`src/rtl/serial_subtractor_pkg.sv`:
```
// Shared definitions for the bit-serial subtractor: state encoding, default width
// and the signed-overflow rule for a difference.
package serial_subtractor_pkg;

    localparam int DEFAULT_WIDTH = 8;

    typedef enum logic [1:0] {
        ST_IDLE = 2'b00,
        ST_RUN  = 2'b01,
        ST_DONE = 2'b10
    } state_t;

    // Overflow of A - B: operands differ in sign and the result sign differs from A.
    function automatic logic sub_overflow(input logic a_msb,
                                          input logic b_msb,
                                          input logic d_msb);
        return (a_msb != b_msb) && (d_msb != a_msb);
    endfunction

endpackage

```
`src/rtl/serial_subtractor_full_subtractor.sv`:
```
// One-bit full subtractor cell: D = A - B - B_in, with borrow-out.
module full_subtractor (
    input  logic A,
    input  logic B,
    input  logic B_in,
    output logic D,
    output logic B_out
);

    assign D     = A ^ B ^ B_in;
    assign B_out = (~A & B) | (~(A ^ B) & B_in);

endmodule

```
`src/rtl/serial_subtractor.sv`:
```
// Bit-serial WIDTH-bit subtractor, LSB first, one full-subtractor cell and a
// registered borrow, with a start/busy/done handshake.
//
// state   | meaning
// --------+------------------------------------------------------------
// ST_IDLE | waiting for start; result outputs hold the last value
// ST_RUN  | one operand bit pair processed per cycle, count 0..WIDTH-1
// ST_DONE | one-cycle done pulse; start here chains the next op directly
module serial_subtractor
    import serial_subtractor_pkg::*;
#(
    parameter int WIDTH = DEFAULT_WIDTH
) (
    input  logic             clk,
    input  logic             rst_n,
    input  logic             start,
    input  logic [WIDTH-1:0] A,
    input  logic [WIDTH-1:0] B,
    output logic             busy,
    output logic             done,
    output logic [WIDTH-1:0] D,
    output logic             B_out,
    output logic             V
);

    localparam int CNT_W = (WIDTH > 1) ? $clog2(WIDTH) : 1;
    localparam logic [CNT_W-1:0] LAST_CNT = CNT_W'(WIDTH - 1);

    state_t             state_q, state_d;
    logic [WIDTH-1:0]   a_sr_q, a_sr_d;
    logic [WIDTH-1:0]   b_sr_q, b_sr_d;
    logic [WIDTH-2:0]   res_q, res_d;
    logic               borrow_q, borrow_d;
    logic [CNT_W-1:0]   count_q, count_d;
    logic               a_msb_q, a_msb_d;
    logic               b_msb_q, b_msb_d;
    logic [WIDTH-1:0]   d_q, d_d;
    logic               b_out_q, b_out_d;
    logic               v_q, v_d;

    logic               cell_d;
    logic               cell_bo;
    logic [WIDTH-1:0]   shift_w;

    full_subtractor u_cell (
        .A     (a_sr_q[0]),
        .B     (b_sr_q[0]),
        .B_in  (borrow_q),
        .D     (cell_d),
        .B_out (cell_bo)
    );

    // Difference bits enter from the MSB side; after the last bit this is D.
    assign shift_w = {cell_d, res_q};

    always_comb begin
        state_d  = state_q;
        a_sr_d   = a_sr_q;
        b_sr_d   = b_sr_q;
        res_d    = res_q;
        borrow_d = borrow_q;
        count_d  = count_q;
        a_msb_d  = a_msb_q;
        b_msb_d  = b_msb_q;
        d_d      = d_q;
        b_out_d  = b_out_q;
        v_d      = v_q;

        case (state_q)
            ST_IDLE, ST_DONE: begin
                state_d = ST_IDLE;
                if (start) begin
                    a_sr_d   = A;
                    b_sr_d   = B;
                    a_msb_d  = A[WIDTH-1];
                    b_msb_d  = B[WIDTH-1];
                    borrow_d = 1'b0;
                    count_d  = '0;
                    state_d  = ST_RUN;
                end
            end
            ST_RUN: begin
                res_d    = shift_w[WIDTH-1:1];
                borrow_d = cell_bo;
                a_sr_d   = a_sr_q >> 1;
                b_sr_d   = b_sr_q >> 1;
                count_d  = count_q + 1'b1;
                if (count_q == LAST_CNT) begin
                    count_d = '0;
                    state_d = ST_DONE;
                    d_d     = shift_w;
                    b_out_d = cell_bo;
                    v_d     = sub_overflow(a_msb_q, b_msb_q, cell_d);
                end
            end
            default: state_d = ST_IDLE;
        endcase
    end

    always_ff @(posedge clk) begin
        if (!rst_n) begin
            state_q  <= ST_IDLE;
            a_sr_q   <= '0;
            b_sr_q   <= '0;
            res_q    <= '0;
            borrow_q <= 1'b0;
            count_q  <= '0;
            a_msb_q  <= 1'b0;
            b_msb_q  <= 1'b0;
            d_q      <= '0;
            b_out_q  <= 1'b0;
            v_q      <= 1'b0;
        end else begin
            state_q  <= state_d;
            a_sr_q   <= a_sr_d;
            b_sr_q   <= b_sr_d;
            res_q    <= res_d;
            borrow_q <= borrow_d;
            count_q  <= count_d;
            a_msb_q  <= a_msb_d;
            b_msb_q  <= b_msb_d;
            d_q      <= d_d;
            b_out_q  <= b_out_d;
            v_q      <= v_d;
        end
    end

    assign busy  = (state_q == ST_RUN);
    assign done  = (state_q == ST_DONE);
    assign D     = d_q;
    assign B_out = b_out_q;
    assign V     = v_q;

endmodule

```
`config.mk`:
```
export PLATFORM = sky130hd
export DESIGN_NAME = serial_subtractor
export DESIGN_NICKNAME = d
export VERILOG_FILES = /design/src/rtl/serial_subtractor_pkg.sv /design/src/rtl/serial_subtractor_full_subtractor.sv /design/src/rtl/serial_subtractor.sv
export SDC_FILE = /design/constraint.sdc
export NUM_CORES = 1
export LEC_CHECK = 0
export CAP_MARGIN = 15
export CORE_UTILIZATION = 45
export DETAILED_ROUTE_END_ITERATION = 8
export PLACE_DENSITY = 0.71
export SYNTH_ARGS = -nofsm -noshare
export SYNTH_HDL_FRONTEND = slang
export SYNTH_SLANG_ARGS = --single-unit
```
`constraint.sdc`:
```
create_clock -name clk -period 1.85 [get_ports clk]
set_input_delay 0.37 -clock clk [delete_from_list [all_inputs] [get_ports clk]]
set_output_delay 0.37 -clock clk [all_outputs]
set_load 0.05 [all_outputs]
```
==> reports/results.ini <==
[setup_path]
cp_data_required_time_ps = 1480
worstRegToRegCells = 5
cp_slowest_stage_delay_ps = 790
path_cells = clkdlybuf4s50_1
cp_top_family = buffers and inverters
critical_path_class = flip-flop to output pin
reg2reg_slack_ps = 340
crit_end = D[0]
worst_path_max_delay_cell = clkdlybuf4s50_1
reg2reg_from = count_q[0]$_SDFFE_PN0P_
r2r-end = B_out$_SDFFE_PN0P_
worstPathMaxFanout = 2
worstSetupEndpointType = output pin
cp.depth = 1
timing.critical_path.buf_inv = 1
start_kind = flip-flop
critPathArrivalTime_ps = 1410
crit_start = D[0]$_SDFFE_PN0P_

[placed_design]
dpl.cell_count = 265
dp_hpwl_um = 2120
routabilityCongestion = 0.733
io_buffers = 30

[clock_tree]
cts_tree = done
cts_hold_buf = 0
cts-buffers-inserted = 5
clockBufferDepth = 2
htreeDepth = 2
insertion_delay_ps = 290
cts_resized = 0
cts_setup_buffers = 0
cts_root_buf = clkbuf_8
cts.sinks = 41
clkTransAtPathRegs_ps = 70

[grt]
grt_pass1_wl_um = 5530
grt_use_total_pct = 18.0
grt-ovfl-total = 0
grt_pass1_vias = 1295
grt_max_degree = 43
antenna_found_initial = 0

[pwr]
p_per_area_nw_per_um2 = 839
leakagePower_nw = 0.776
max-vdd-ir-drop_mv = 0.402

[sta]
tightestPinTransition_ps = 687
fin_crit_sh_pct = 96.0
min_period_ps = 1780
skew_ps = 1.63
rsz0062_at_grt = no
setup_violations = 0
finalHoldViolations = 0
maxSlewHeadroom_pct = 54.2
drv_slew = 0
whs_ps = 457
timing.fmax_mhz = 563

[floorplanning]
die_w_um = 63.3
die_h_um = 63.3
rows = 21
ios = 31
coreArea_um2 = 3470
dieArea_um2 = 4010
initial_core_util_pct = 48.8

[run_status]
run_status = finished, final reports clean

[logic_synthesis]
syn_area_um2 = 1690
synth-compound-area-share_pct = 22.1
synth_edf_count = 0
yosysWarnings = 0
synth_top_family_by_area = compound AO/OA/AOI/OAI gates
synth.most_common_cell = nand2_1
synth_top_cell_by_area = dfxtp_1
synthMuxAreaShare_pct = 0
synth_fp_nets = 223
synth-seq-area-share_pct = 48.5
async_flop_share_pct = 0
synth_common_cells = nand2_1 (65), dfxtp_1 (41), o21ai_0 (16), a31oi_1 (15), a21boi_1 (13)
synth-xor-area-share_pct = 0
synthSimpleGateAreaFrac_pct = 20.9
yosys-top-cells-area = dfxtp_1 (48%), nand2_1 (14%), a21boi_1 (5.8%)
synth_top_area_share_pct = 48.5
synthDistinctLibCells = 27
ys_ff_latch = 41
synthCells = 201
synthFlopType = dfxtp_1
synth-adder-area-share_pct = 2.66
synth_area_per_cell_um2 = 8.42

[routing]
drt.antenna.violating_nets = 0
drc = 0
num_vias = 1409
drt_iter0_markers = 71
detail_route.wl_per_cell_um = 11.9
wl_um = 3230
vias_per_cell = 5.18
drt_pre_antenna_iters = 4

[cells_and_area]
regArea_um2 = 821
layout.nets = 248
syn_to_final_growth_pct = 22.2
fillers = 334
insertedDiodeCount = 0
instances_no_fill = 272
layout-drive-gt1-share_pct = 11.1
multi_input_area_um2 = 773

[min_path]
hold_path.class = flip-flop to flip-flop

[run]
drv_cap = 0

kinds of logic (layout without fill, tap and decap cells):
kind of cell               after synthesis  in the layout
AOI/OAI and AO/OA                       56             56
adders and majority gates                3              3
buffers and inverters                   18             43
DFF                                     41             41
and+or+nand+nor                         83             83
final cells by class:
type	count	share of cell area (%)
Clock buffer	7	4.17
Inverter	3	0.544
Multi-Input combinational cell	142	37.4
Sequential cell	41	39.7
Tap cell	46	2.78
Timing Repair Buffer	33	15.5
registers in the layout (all words and copies together) (netlist names):
signal and flops:
D 8, a_sr_q 8, b_sr_q 8, res_q 7
count_q 3, state_q 2, B_out 1, V 1
a_msb_q 1, b_msb_q 1, borrow_q 1
where the power goes:
part	internal (W)	switching, W	leakage, nW
Combinational	0.0000992	0.000113	0.397
Clock	0.000296	0.000280	0.0443
Sequential	0.000925	0.0000235	0.335
Total	0.00132	0.000416	0.776
layer usage:
layer	vias up	track usage [%]	wire length, µm
li1	721	-	-
met3	5	5.43	145
met1	658	21.4	1540
met4	0	9.38	61
met5	-	0	0
met2	25	28.9	1480
layout by cell type, fill, tap and decap left out, drive strengths merged, types with 2 or more instances in the layout:
cell type	synthesis	final
and2	2	2
buf	11	14
a21oi	2	2
o21ai	16	16
a31oi	15	15
ha	2	2
clkdlybuf4s50	0	19
clkbuf	4	7
nand3b	2	2
nand2	65	65
dfxtp	41	41
a21boi	21	21
nand3	4	4
nor2	2	2
inv	3	3
nor2b	3	3
stage by stage:
stage          area (µm²)  worst slack [ps]  total power [W]  TNS (ps)  util, %
3_5_place_dp         1980             -68.7          0.00118     -77.1     57.2
5_1_grt              2070              15.6          0.00182         0     59.7
2_1_floorplan        1690               421          0.00111         0        -
4_1_cts              2070              51.3          0.00176         0     59.7
3_3_place_gp         1980              6.11          0.00117         0     57.2
6_report             2070              73.9          0.00174         0     59.7
worst min-delay path, stage by stage, from the launching register on:
cell and delay (ps):
dfxtp_1 310, nand2_1 50, a21boi_1 50
worst min path at each step:
stage,from,end,slack (ps),depth (start not counted)
global route,D[6]$_SDFFE_PN0P_,D[6]$_SDFFE_PN0P_,480,2
floorplan,res_q[0]$_SDFFE_PN0P_,D[0]$_SDFFE_PN0P_,440,2
CTS,D[5]$_SDFFE_PN0P_,D[5]$_SDFFE_PN0P_,460,2
global placement,D[2]$_SDFFE_PN0P_,D[2]$_SDFFE_PN0P_,440,2
detailed placement,D[5]$_SDFFE_PN0P_,D[5]$_SDFFE_PN0P_,450,2
finish,D[6]$_SDFFE_PN0P_,D[6]$_SDFFE_PN0P_,460,2
Power figures use the tool's default switching activity.
